### config.mk
export PLATFORM = sky130hd
export DESIGN_NAME = lane_mask_reader
export DESIGN_NICKNAME = d
export VERILOG_FILES = /design/src/rtl/lane_pkg.sv /design/src/rtl/lane_word_fifo.sv /design/src/rtl/lane_mask_reader.sv
export SDC_FILE = /design/constraint.sdc
export NUM_CORES = 1
export LEC_CHECK = 0
export ABC_AREA = 1
export ABC_CLOCK_PERIOD_IN_PS = 3400
export BUFFER_PORTS_ARGS = -buffer_cell sky130_fd_sc_hd__buf_4
export CAP_MARGIN = 20
export CORE_MARGIN = 10
export CORE_UTILIZATION = 55
export CTS_BUF_LIST = sky130_fd_sc_hd__clkbuf_4
export DETAILED_ROUTE_END_ITERATION = 10
export PLACE_DENSITY = 0.76
export SYNTH_ARGS = -nofsm -noshare
export SYNTH_HDL_FRONTEND = slang
export SYNTH_SLANG_ARGS = --single-unit
### constraint.sdc
create_clock -name clk -period 3.4 [get_ports clk]
set_input_delay 0.85 -clock clk [delete_from_list [all_inputs] [get_ports clk]]
set_output_delay 0.85 -clock clk [all_outputs]
set_load 0.01 [all_outputs]
### src/rtl/lane_pkg.sv
// lane_pkg: FSM state encoding and derived-constant helpers shared by lane_mask_reader.
// Latency: none (types, functions and constants only).
// Backpressure: none.
// Contents: lane_state_e, f_ppw/f_n/f_clog2_min1 helpers, default-geometry constants.
package lane_pkg;

  typedef enum logic [1:0] {
    ST_IDLE     = 2'd0,
    ST_READ     = 2'd1,
    ST_DRAIN    = 2'd2,
    ST_WAIT_CLR = 2'd3
  } lane_state_e;

  // Pixels packed per output word.
  function automatic int f_ppw(input int bus_width, input int num_lanes);
    return bus_width / num_lanes;
  endfunction

  // Pixels per frame.
  function automatic int f_n(input int width, input int height);
    return width * height;
  endfunction

  // Counter width that stays at least 1 bit for degenerate ranges.
  function automatic int f_clog2_min1(input int value);
    return (value > 1) ? $clog2(value) : 1;
  endfunction

  // Constants for the default 64x32, 4-lane, 32-bit configuration.
  localparam int PPW             = f_ppw(32, 4);
  localparam int N               = f_n(64, 32);
  localparam int WORDS_PER_FRAME = N / PPW;
  localparam int ADDR_W          = $clog2(N);

endpackage

### src/rtl/lane_word_fifo.sv
// lane_word_fifo: synchronous word FIFO with occupancy count for the mask readout path.
// Latency: a push is visible at the head on the cycle after the push edge.
// Backpressure: none internally; the writer must not push while full (asserted).
// Ports: clk/rst_n, i_push + i_push_dat in, i_pop in, o_head/o_empty/o_count out.
module lane_word_fifo #(
  parameter int WIDTH = 33,
  parameter int DEPTH = 4
) (
  input  logic                       clk,
  input  logic                       rst_n,
  input  logic                       i_push,
  input  logic [WIDTH-1:0]           i_push_dat,
  input  logic                       i_pop,
  output logic [WIDTH-1:0]           o_head,
  output logic                       o_empty,
  output logic [$clog2(DEPTH+1)-1:0] o_count
);
  localparam int LP_PTR_W = (DEPTH > 1) ? $clog2(DEPTH) : 1;
  localparam int LP_CNT_W = $clog2(DEPTH + 1);
  localparam logic [LP_PTR_W-1:0] LP_PTR_LAST = LP_PTR_W'(DEPTH - 1);
  localparam logic [LP_CNT_W-1:0] LP_CNT_FULL = LP_CNT_W'(DEPTH);

  logic [WIDTH-1:0]    r_mem [DEPTH];
  logic [LP_PTR_W-1:0] r_wr_ptr;
  logic [LP_PTR_W-1:0] r_rd_ptr;
  logic [LP_CNT_W-1:0] r_count;
  logic                w_full;
  logic                w_wr;
  logic                w_rd;

  assign w_full  = (r_count == LP_CNT_FULL);
  assign o_empty = (r_count == '0);
  assign w_wr    = i_push & ~w_full;
  assign w_rd    = i_pop & ~o_empty;
  assign o_head  = r_mem[r_rd_ptr];
  assign o_count = r_count;

  // Storage carries no reset; the reader gates the head with the valid flag.
  always_ff @(posedge clk) begin
    if (w_wr) begin
      r_mem[r_wr_ptr] <= i_push_dat;
    end
  end

  always_ff @(posedge clk or negedge rst_n) begin
    if (!rst_n) begin
      r_wr_ptr <= '0;
      r_rd_ptr <= '0;
      r_count  <= '0;
    end else begin
      if (w_wr) begin
        r_wr_ptr <= (r_wr_ptr == LP_PTR_LAST) ? '0 : r_wr_ptr + 1'b1;
      end
      if (w_rd) begin
        r_rd_ptr <= (r_rd_ptr == LP_PTR_LAST) ? '0 : r_rd_ptr + 1'b1;
      end
      case ({w_wr, w_rd})
        2'b10:   r_count <= r_count + 1'b1;
        2'b01:   r_count <= r_count - 1'b1;
        default: r_count <= r_count;
      endcase
    end
  end

  // The read-side stall rule must keep the writer off a full FIFO.
  a_no_overflow: assert property (@(posedge clk) disable iff (!rst_n) !(i_push && w_full));

endmodule

### src/rtl/lane_mask_reader.sv
// lane_mask_reader: streams a completed lane mask from frame BRAM as packed words with EOF.
// Latency: first word valid PPW+2 cycles after i_frame_ready is sampled high in IDLE.
// Backpressure: valid/ready output; BRAM reads stall while FIFO occupancy exceeds DEPTH-2.
// Ports: clk/rst_n; i_frame_ready in; bram_rd_en/bram_rd_addr out, bram_rd_data in;
//        o_data/o_valid/o_last out, i_ready in; o_busy/o_frame_done/o_overrun status.
module lane_mask_reader
  import lane_pkg::*;
#(
  parameter int OUT_WIDTH  = 64,
  parameter int OUT_HEIGHT = 32,
  parameter int NUM_LANES  = 4,
  parameter int BUS_WIDTH  = 32,
  parameter int FIFO_DEPTH = 4
) (
  input  logic                                    clk,
  input  logic                                    rst_n,
  input  logic                                    i_frame_ready,
  output logic                                    bram_rd_en,
  output logic [$clog2(OUT_WIDTH*OUT_HEIGHT)-1:0] bram_rd_addr,
  input  logic [NUM_LANES-1:0]                    bram_rd_data,
  output logic [BUS_WIDTH-1:0]                    o_data,
  output logic                                    o_valid,
  input  logic                                    i_ready,
  output logic                                    o_last,
  output logic                                    o_busy,
  output logic                                    o_frame_done,
  output logic                                    o_overrun
);
  localparam int LP_PPW    = f_ppw(BUS_WIDTH, NUM_LANES);
  localparam int LP_N      = f_n(OUT_WIDTH, OUT_HEIGHT);
  localparam int LP_WPF    = LP_N / LP_PPW;
  localparam int LP_ADDR_W = $clog2(LP_N);
  localparam int LP_CNT_W  = $clog2(FIFO_DEPTH + 1);
  localparam int LP_K_W    = f_clog2_min1(LP_PPW);
  localparam int LP_WC_W   = f_clog2_min1(LP_WPF);

  localparam logic [LP_ADDR_W:0]  LP_RD_END     = (LP_ADDR_W+1)'(LP_N);
  localparam logic [LP_ADDR_W:0]  LP_RD_LAST    = (LP_ADDR_W+1)'(LP_N - 1);
  localparam logic [LP_CNT_W-1:0] LP_CNT_RD_MAX = LP_CNT_W'(FIFO_DEPTH - 2);
  localparam logic [LP_K_W-1:0]   LP_K_LAST     = LP_K_W'(LP_PPW - 1);
  localparam logic [LP_WC_W-1:0]  LP_WC_LAST    = LP_WC_W'(LP_WPF - 1);

  lane_state_e          r_state;
  lane_state_e          w_next;
  logic [LP_ADDR_W:0]   r_rd_cnt;      // reads issued this frame; one spare bit marks "all issued"
  logic [LP_K_W-1:0]    r_pix_k;       // slot of the next returning pixel within its word
  logic [LP_WC_W-1:0]   r_word_cnt;    // words pushed this frame
  logic                 r_ret_vld;     // BRAM data is valid this cycle
  logic [BUS_WIDTH-1:0] r_pack;
  logic [BUS_WIDTH-1:0] w_pack_nxt;
  logic                 r_frame_ready_d;
  logic                 w_start;
  logic                 w_rd_issue;
  logic                 w_push;
  logic [BUS_WIDTH:0]   w_push_dat;
  logic                 w_pop;
  logic [BUS_WIDTH:0]   w_head;
  logic                 w_fifo_empty;
  logic [LP_CNT_W-1:0]  w_fifo_cnt;

  assign w_start = (r_state == ST_IDLE) & i_frame_ready;

  // ---- FSM: state register ----
  always_ff @(posedge clk or negedge rst_n) begin
    if (!rst_n) begin
      r_state <= ST_IDLE;
    end else begin
      r_state <= w_next;
    end
  end

  // ---- FSM: next state ----
  always_comb begin
    w_next = r_state;
    case (r_state)
      ST_IDLE:     if (i_frame_ready) w_next = ST_READ;
      ST_READ:     if (w_rd_issue && (r_rd_cnt == LP_RD_LAST)) w_next = ST_DRAIN;
      ST_DRAIN:    if (w_pop && w_head[BUS_WIDTH]) w_next = ST_WAIT_CLR;
      ST_WAIT_CLR: if (!i_frame_ready) w_next = ST_IDLE;
      default:     w_next = ST_IDLE;
    endcase
  end

  // ---- FSM: outputs ----
  // The stall threshold leaves room for the word still being assembled from in-flight reads.
  always_comb begin
    w_rd_issue   = (r_state == ST_READ) && (r_rd_cnt != LP_RD_END) &&
                   (w_fifo_cnt <= LP_CNT_RD_MAX);
    o_busy       = (r_state == ST_READ) || (r_state == ST_DRAIN);
    o_frame_done = (r_state == ST_DRAIN) && w_pop && w_head[BUS_WIDTH];
    o_overrun    = o_busy && r_frame_ready_d && !i_frame_ready;
  end

  assign bram_rd_en   = w_rd_issue;
  assign bram_rd_addr = r_rd_cnt[LP_ADDR_W-1:0];

  // Merge the returning pixel so a completing word is pushed on the same edge.
  always_comb begin
    w_pack_nxt = r_pack;
    w_pack_nxt[r_pix_k*NUM_LANES +: NUM_LANES] = bram_rd_data;
  end

  assign w_push     = r_ret_vld && (r_pix_k == LP_K_LAST);
  assign w_push_dat = {(r_word_cnt == LP_WC_LAST), w_pack_nxt};

  always_ff @(posedge clk or negedge rst_n) begin
    if (!rst_n) begin
      r_rd_cnt        <= '0;
      r_pix_k         <= '0;
      r_word_cnt      <= '0;
      r_ret_vld       <= 1'b0;
      r_pack          <= '0;
      r_frame_ready_d <= 1'b0;
    end else begin
      r_ret_vld       <= w_rd_issue;
      r_frame_ready_d <= i_frame_ready;
      if (r_ret_vld) begin
        r_pack <= w_pack_nxt;
      end
      if (w_start) begin
        r_rd_cnt   <= '0;
        r_pix_k    <= '0;
        r_word_cnt <= '0;
      end else begin
        if (w_rd_issue) begin
          r_rd_cnt <= r_rd_cnt + 1'b1;
        end
        if (r_ret_vld) begin
          if (r_pix_k == LP_K_LAST) begin
            r_pix_k    <= '0;
            r_word_cnt <= r_word_cnt + 1'b1;
          end else begin
            r_pix_k <= r_pix_k + 1'b1;
          end
        end
      end
    end
  end

  lane_word_fifo #(
    .WIDTH (BUS_WIDTH + 1),
    .DEPTH (FIFO_DEPTH)
  ) u_fifo (
    .clk        (clk),
    .rst_n      (rst_n),
    .i_push     (w_push),
    .i_push_dat (w_push_dat),
    .i_pop      (w_pop),
    .o_head     (w_head),
    .o_empty    (w_fifo_empty),
    .o_count    (w_fifo_cnt)
  );

  assign o_valid = ~w_fifo_empty;
  assign w_pop   = o_valid & i_ready;
  // Gate the head so data/last read as zero whenever nothing is offered.
  assign o_data  = o_valid ? w_head[BUS_WIDTH-1:0] : '0;
  assign o_last  = o_valid & w_head[BUS_WIDTH];

endmodule

==> reports/qor.txt, run 1 <==
Vias in the first global route -> 6097
Final WS setup -> 249 ps
Syn. warnings -> 0
Slew Limit Headroom -> 38.1%
Root cell of the clock tree -> clkbuf_4
Post-CTS sizing -> 0
Detail Route Antenna Nets -> 0
Cell Int Power -> 4.76 mW
Die height -> 148 um
Post-Syn Instances -> 903
Final wirelength -> 18700 um
Post-place setup slack -> 882 ps
Max cap viols -> 0
PwrDens -> 783 nW/um^2
Cell Area, Synth -> 9050 um^2
CTS tree -> done
Synth Register Bits -> 198
Mapped Avg Cell Area -> 10.0 um^2
Starting Density -> 56.5%
Clk_skew -> 23.5 ps
Crit. Startpoint -> u_fifo.o_count[1]
Most frequent cells in the layout -> nand2_1 (179), nor2_1 (158), edfxtp_1 (132)
DR WL/cell -> 15.9 um
Post-synthesis sequential area ratio -> 62.1%
Worst-path clk slew -> 150 ps
CTS Buf Count -> 17
Clock Power Share -> 17.6%
Syn_nets -> 931
Min Clock Period, post-route -> 3150 ps
Core ar. -> 16000 um^2
Initial antenna violation count -> 1
CP Max Fanout -> 20
Post-CTS Setup Inserts -> 0
Final setup violation count -> 0
Measured slew at the worst slew-check pin -> 928 ps
Die width -> 148 um
Data required time of the worst path -> 2550 ps
Seq pwr share -> 40.2%
H-tree lvl count -> 4
Crit Path Category -> reg2out
Drt pass-1 iters -> 5
CP arrival -> 2300 ps
Logic gate share of total power -> 42.1%
Dpl cells -> 1144
Clock sink total -> 198
Startpoint types -> flop
Io pins -> 57
Post-synthesis cell type count -> 36
Number of fill cells -> 1320
RSZ-0062 raised after global routing -> false
Total Neg Setup Slack -> 0 ps
Maximum number of pins on one net before global-route repair -> 69
Final hold viol count -> 0
Net Sw Frac -> 39.0%
Layout cell share with drive strength beyond 1 -> 16.0%
Status -> finished clean
Global-route wire length before repair -> 30900 um
Cell Count, Final, Fillers Out -> 1177
DRT iter0 DRCs -> 403
Grt ovf -> 0
Via Count -> 6268
Fin nets -> 975
Peak VDD IR -> 0.413 mV
Reg2reg start -> r_pix_k[0]
P_sw -> 3.04 mW
Leakage -> 4.02 nW
Vias per inst -> 5.33
Hold buffer count at cts -> 0
Commonest non-fill, non-tap cell in the layout -> nand2_1
Skew-Pair Late Insertion Delay -> 600 ps
Longest Clk Path Bufs -> 2
DRC viols -> 0
GP Congestion -> 0.927
Rows -> 46
Synthesis-to-layout area growth -> 10.2%
HPWL Detailed -> 12600 um
Period utilization -> 92.7%
IO Port Bufs -> 56
GRT Util Overall -> 17.5%
FMAX -> 317 MHz
Min-delay worst type -> in2async
Crit end category -> output pin
Slew Limit Fails -> 0
Die Area -> 22000 um^2
[metrics by stage]
step           power [mW]  utilization [%]  area [um^2]  hold WS, ps
5_1_grt              8.37             62.3         9970          342
4_1_cts              7.87             62.3         9970          349
3_3_place_gp         6.45             60.2         9640          461
2_1_floorplan        5.35                -         9050          449
3_5_place_dp         6.51             60.2         9640          465
6_report             7.80             62.3         9970          339
[flip-flops by register name, summed over array words and instances (netlist names), 2 cells and up]
signal and flops:
r_pack 32, r_pix_k 3, u_fifo.r_rd_ptr 2, u_fifo.r_wr_ptr 2, u_fifo.o_count 3, r_state 2
u_fifo.r_mem 132, r_rd_cnt 12, r_word_cnt 8
[layer usage]
metal / track usage [%] / part of all wire (%) / vias to the layer above
met5: 0 / 0 / -
met4: 5.65 / 1.9 / 0
met3: 4.70 / 4.9 / 28
met2: 28.5 / 49 / 148
met1: 22.1 / 44 / 2963
li1: - / - / 3129
[area by class of cell]
type	instances	area [um^2]	share of cell area (%)
Tap cell	216	270	2.71
Multi-Input combinational cell	605	3000	30.1
Sequential cell	198	5620	56.3
Antenna cell	1	2.50	0.0251
Inverter	54	205	2.06
Clock buffer	17	128	1.28
Timing Repair Buffer	71	546	5.47
Clock inverter	15	201	2.02
[worst max-delay path: stages, from the launching register on]
cell and delay [ps]:
dfrtp_1 440, nor2_1 270, nand2_1 130, inv_2 280, buf_4 330, a21oi_1 90, buf_4 160
[synthesized netlist by cell type (all sizes together)]
cell type	n	area [um^2]
o31ai	1	7.51
clkbuf	17	63.8
nor3b	1	7.51
nand2	183	697
buf	29	174
nand4	8	50.1
ha	19	238
nor2	163	614
nand3	46	303
edfxtp	132	3960
nor4	2	27.5
inv	54	205
xnor2	1	8.76
o22ai	1	6.26
dfrtp	66	1650
fa	1	20.0
o21ai	118	666
nor3	10	60.1
xor2	3	26.3
and3	1	6.26
and2	4	25.0
a21oi	43	226
[power by group through the flow]
stage               registers, mW  logic, mW  clock network [mW]
floorplan                    3.16       2.19                   0
global placement             3.18       3.26                   0
detailed placement           3.19       3.32                   0
CTS                          3.14       3.34                1.40
global route                 3.17       3.70                1.49
finish                       3.14       3.29                1.37
[cell families after synthesis]
group                    synth area share (%)
flip-flops                               62.1
XOR/XNOR                                0.387
AO/OA/AOI/OAI                            10.0
adder cells (fa/ha/maj)                  2.85
AND/OR/NAND/NOR                          19.8
buffers and inverters                    4.90
[worst paths after layout]
| kind | cells after the start | slack (ps) | to |
|---|---|---|---|
| hold reg to reg | 2 | 500 | r_pack[0] |
| setup / recovery | 6 | 250 | o_data[1] |
| setup reg to reg | 11 | 880 | u_fifo.o_count[2] |
| max in group asynchronous | 1 | 2460 | u_fifo.r_rd_ptr[0] |
| hold / removal | 1 | 340 | r_pack[19] |
| min in group clk | 1 | 390 | r_frame_ready_d |
Power figures use the tool's default switching activity.
==> run 2, diff against run 1 <==
--- a/config.mk
+++ b/config.mk
@@ -13,6 +13,7 @@
 export CORE_UTILIZATION = 55
 export CTS_BUF_LIST = sky130_fd_sc_hd__clkbuf_4
 export DETAILED_ROUTE_END_ITERATION = 10
+export MAX_ROUTING_LAYER = met4
 export PLACE_DENSITY = 0.76
 export SYNTH_ARGS = -nofsm -noshare
 export SYNTH_HDL_FRONTEND = slang
==> reports/qor.txt, run 2 (synthesis gave the netlist of run 1 again) <==
Status -> finished clean
Crit path buffers/inverters -> 3
Worst r2r dst -> u_fifo.o_count[2]
HPWL Detailed -> 12600 um
Commonest non-fill, non-tap cell in the layout -> nand2_1
Final setup violation count -> 0
Rows -> 46
RSZ-0062 raised after global routing -> false
R2R depth -> 11
Reg2reg start -> r_pix_k[0]
Fin nets -> 975
Max cap viols -> 0
Peak VDD IR -> 0.411 mV
Final core utilization -> 62.3%
Reg2Reg Setup Slack -> 890 ps
Clock Power Share -> 17.6%
Crit end category -> output pin
Seq pwr share -> 40.2%
DRC viols -> 0
Worst Setup EP -> o_data[1]
Startpoint types -> flop
Final hold viol count -> 0
Post-place setup slack -> 882 ps
Data required time of the worst path -> 2550 ps
Die height -> 148 um
Storage cell area -> 5620 um^2
Cell Int Power -> 4.76 mW
Logic gate share of total power -> 42.1%
H-tree lvl count -> 4
Vias in the first global route -> 6100
Global-route wire length before repair -> 30900 um
Slew Limit Fails -> 0
Final WS setup -> 241 ps
CP Max Fanout -> 20
Grt ovf -> 0
Number of fill cells -> 1320
Initial antenna violation count -> 1
Crit path depth -> 6
Min Clock Period, post-route -> 3160 ps
Min-delay worst type -> in2async
Multi-input logic area -> 3000 um^2
CTS Buf Count -> 17
Crit Path Category -> reg2out
Io pins -> 57
Post-DP Area -> 9640 um^2
Total Neg Setup Slack -> 0 ps
FMAX -> 317 MHz
Largest regs -> u_fifo.r_mem (132), r_pack (32), r_rd_cnt (12)
Layout cell share with drive strength beyond 1 -> 16.0%
Max reg flops -> 132
Worst-path clk slew -> 150 ps
IO Port Bufs -> 56
Final wirelength -> 18800 um
Skew-Pair Late Insertion Delay -> 600 ps
Hold buffer count at cts -> 0
Crit path max-delay family -> buffers and inverters
Detail Route Antenna Nets -> 0
Net Sw Frac -> 39.0%
PwrDens -> 783 nW/um^2
Slew Limit Headroom -> 38.8%
CP arrival -> 2310 ps
GRT Util Overall -> 17.9%
Post-CTS sizing -> 0
Maximum number of pins on one net before global-route repair -> 69
Final Instance Area -> 9970 um^2
Root cell of the clock tree -> clkbuf_4
Longest Clk Path Bufs -> 2
Delay of the slowest critical-path stage -> 440 ps
DRT iter0 DRCs -> 342
Drt pass-1 iters -> 7
GP Congestion -> 0.943
Die Area -> 22000 um^2
Via Count -> 6254
Crit. Startpoint -> u_fifo.o_count[1]
Period utilization -> 92.9%
Post-CTS Setup Inserts -> 0
P_sw -> 3.04 mW
Clk_skew -> 17.1 ps
Synthesis-to-layout area growth -> 10.2%
Starting Density -> 56.5%
Worst path most repeated cell -> buf_4
Leakage -> 4.02 nW
Core ar. -> 16000 um^2
Die width -> 148 um
Most frequent cells in the layout -> nand2_1 (179), nor2_1 (158), edfxtp_1 (132)
DR WL/cell -> 15.9 um
Crit-path slowest cell -> dfrtp_1
CTS tree -> done
Measured slew at the worst slew-check pin -> 917 ps
Clock sink total -> 198
Vias per inst -> 5.31
Worst-path cell chain -> nor2_1, nand2_1, inv_2, buf_4, a21oi_1, buf_4
Hold slack -> 329 ps
Most flops, register -> u_fifo.r_mem
## run 2: cell counts in the layout (fill, tap and decap cells not counted)
Identical to the previous run, type by type.
## run 2: through the flow
| step | power [mW] | cells |
|---|---|---|
| final | 7.80 | 1177 |
| after global routing | 8.36 | 1177 |
| after CTS | 7.87 | 1176 |
| after detailed placement | 6.51 | 1144 |
| after global placement | 6.45 | 1144 |
| after floorplan | 5.35 | 903 |
## run 2: worst min-delay path by stage
stage	startpoint	end	slack, ps	cells after the start
after floorplan	r_pack[10]	r_pack[10]	450	2
after global placement	r_pack[9]	r_pack[9]	460	2
after detailed placement	r_pack[23]	r_pack[23]	470	2
after CTS	rst_n	r_rd_cnt[2]	350	1
after global routing	i_frame_ready	r_frame_ready_d	340	1
final	rst_n	r_pack[19]	330	1
## run 2: layer usage
layer	vias to the layer above	wire length [um]	global-route usage, %
met5	-	0	-
met4	0	382	5.90
met3	32	815	4.43
met2	124	9170	28.4
met1	2965	8380	22.3
li1	3133	-	-
## run 2: worst reg2reg max path, delay by kind of cell, from the launching register on
family	cells	cell delay, ps
AOI/OAI and AO/OA	3	360
and+or+nand+nor	1	120
xor gates and xnor gates	1	150
adders and majority gates	4	1070
buffers and inverters	2	290
DFF	1	410
## run 2: final cells by class
class / instances / share of cell area, %
clock inverter: 15 / 2.02
clock buffer: 17 / 1.28
timing repair buffer: 71 / 5.47
inverter: 54 / 2.06
multi-input combinational: 605 / 30.1
tap: 216 / 2.71
antenna: 1 / 0.0251
sequential: 198 / 56.3
## run 2: power by group through the flow
stage	logic [mW]	clock network (mW)	registers [mW]
after global routing	3.70	1.49	3.17
after global placement	3.26	0	3.18
final	3.29	1.38	3.14
after floorplan	2.19	0	3.16
after CTS	3.34	1.40	3.14
after detailed placement	3.32	0	3.19
==> run 3, diff against run 2 <==
--- a/config.mk
+++ b/config.mk
@@ -13,6 +13,7 @@
 export CORE_UTILIZATION = 55
 export CTS_BUF_LIST = sky130_fd_sc_hd__clkbuf_4
 export DETAILED_ROUTE_END_ITERATION = 10
+export GPL_TIMING_DRIVEN = 0
 export MAX_ROUTING_LAYER = met4
 export PLACE_DENSITY = 0.76
 export SYNTH_ARGS = -nofsm -noshare
==> reports/qor.txt, run 3 (synthesis gave the netlist of run 1 again) <==
Status -> finished clean
H-tree lvl count -> 4
Dpl cells -> 1179
IO Port Bufs -> 56
Clk_skew -> 18.0 ps
Longest Clk Path Bufs -> 2
DRC viols -> 0
Starting Density -> 56.5%
Global-route wire length before repair -> 32600 um
Grt ovf -> 0
Data required time of the worst path -> 2550 ps
Root cell of the clock tree -> clkbuf_4
Clock sink total -> 198
HPWL Detailed -> 13900 um
Crit Path Category -> reg2out
Die height -> 148 um
Worst-path clk slew -> 140 ps
Leakage -> 4.09 nW
P_sw -> 3.18 mW
GP Congestion -> 0.945
Delay of the slowest critical-path stage -> 520 ps
Vias in the first global route -> 6207
Final setup violation count -> 0
Slew Limit Headroom -> 43.2%
Crit end category -> output pin
Most flops, register -> u_fifo.r_mem
Final wirelength -> 20300 um
Worst-path cell chain -> clkbuf_4, buf_2, nor2_1, nor2_1, o21ai_1, a21oi_1, buf_4
Cell Count, Final, Fillers Out -> 1212
Hold buffer count at cts -> 0
Core ar. -> 16000 um^2
Logic gate share of total power -> 44.4%
Layout cell share with drive strength beyond 1 -> 17.1%
Peak VDD IR -> 0.298 mV
GRT Util Overall -> 19.3%
Commonest non-fill, non-tap cell in the layout -> nand2_1
Reg2Reg Setup Slack -> 550 ps
CP Max Fanout -> 10
Final Instance Area -> 10100 um^2
Total Neg Setup Slack -> 0 ps
Cell Int Power -> 4.61 mW
Period utilization -> 94.2%
PwrDens -> 770 nW/um^2
CTS tree -> done
Most frequent cells in the layout -> nand2_1 (179), nor2_1 (158), edfxtp_1 (132)
Seq pwr share -> 40.8%
Largest regs -> u_fifo.r_mem (132), r_pack (32), r_rd_cnt (12)
Vias per inst -> 5.39
Clock Power Share -> 14.8%
Final WS setup -> 199 ps
Max cap viols -> 0
Final hold viol count -> 0
Io pins -> 57
Crit-path slowest cell -> dfrtp_1
CTS Buf Count -> 17
Die Area -> 22000 um^2
Post-DP Area -> 9850 um^2
Detail Route Antenna Nets -> 0
DR WL/cell -> 16.8 um
RSZ-0062 raised after global routing -> false
Post-place setup slack -> 588 ps
Fin nets -> 1009
Slew Limit Fails -> 0
Startpoint types -> flop
Skew-Pair Late Insertion Delay -> 590 ps
CP arrival -> 2350 ps
Die width -> 148 um
Synthesis-to-layout area growth -> 11.8%
Worst path most repeated cell -> nor2_1
Max reg flops -> 132
Maximum number of pins on one net before global-route repair -> 67
FMAX -> 312 MHz
Hold slack -> 354 ps
Min Clock Period, post-route -> 3200 ps
Final core utilization -> 63.2%
Drt pass-1 iters -> 6
Rows -> 46
Net Sw Frac -> 40.8%
R2R depth -> 11
Measured slew at the worst slew-check pin -> 853 ps
DRT iter0 DRCs -> 599
Pwr Total -> 7.78 mW
Min-delay worst type -> in2async
Initial antenna violation count -> 1
Via Count -> 6528
## run 3: cell types whose count changed in the layout (fill, tap and decap cells not counted), moves of 3 or more
| cell | previous run | this run |
|---|---|---|
| nor2_2 | 5 | 1 |
| bufinv_16 | 4 | 1 |
| buf_2 | 0 | 12 |
| nor2_4 | 0 | 4 |
| buf_1 | 0 | 4 |
| buf_4 | 70 | 67 |
| clkbuf_1 | 0 | 13 |
| buf_12 | 1 | 4 |
| clkbuf_2 | 0 | 3 |
| clkbuf_4 | 17 | 21 |
## run 3: worst max-delay path, delay by kind of cell (launching register included)
family | cells | cell delay, ps
AND/OR/NAND/NOR | 2 | 160
flip-flops | 1 | 520
AO/OA/AOI/OAI | 2 | 350
buffers and inverters | 3 | 740
## run 3: area by class of cell
cell class	instances	area, um^2
Clock buffer	20	150
Multi-Input combinational cell	605	3020
Fill cell	1333	5890
Tap cell	216	270
Clock inverter	12	104
Timing Repair Buffer	60	500
Sequential cell	198	5620
Antenna cell	2	5.00
Buffer	45	240
Inverter	54	205
## run 3: what timing repair did
item | in CTS | in global routing
endpoints found under the setup margin | 2 | 7
pin swaps | 0 | 0
buffers inserted | 0 | 0
gates resized for setup | 0 | 8
## run 3: worst paths after layout
kind / start / to
setup / recovery: u_fifo.r_rd_ptr[0] / o_data[22]
hold / removal: rst_n / r_pack[16]
setup reg to reg: r_pix_k[0] / u_fifo.o_count[2]
hold reg to reg: r_pack[15] / r_pack[15]
max in group asynchronous: rst_n / u_fifo.r_rd_ptr[1]
min in group clk: i_frame_ready / r_frame_ready_d
## run 3: metal layers
layer	global-route usage [%]	up-vias	routed length (um)
met5	-	-	0
met4	5.95	0	285
met3	3.91	27	1120
met2	31.1	210	10000
met1	24.1	3098	8920
li1	-	3193	-
## run 3: power by group through the flow
stage | logic (mW) | clock network (mW) | registers, mW
2_1_floorplan | 2.19 | 0 | 3.16
6_report | 3.46 | 1.15 | 3.18
3_3_place_gp | 3.40 | 0 | 3.19
5_1_grt | 3.85 | 1.26 | 3.21
3_5_place_dp | 3.48 | 0 | 3.20
4_1_cts | 3.48 | 1.17 | 3.17
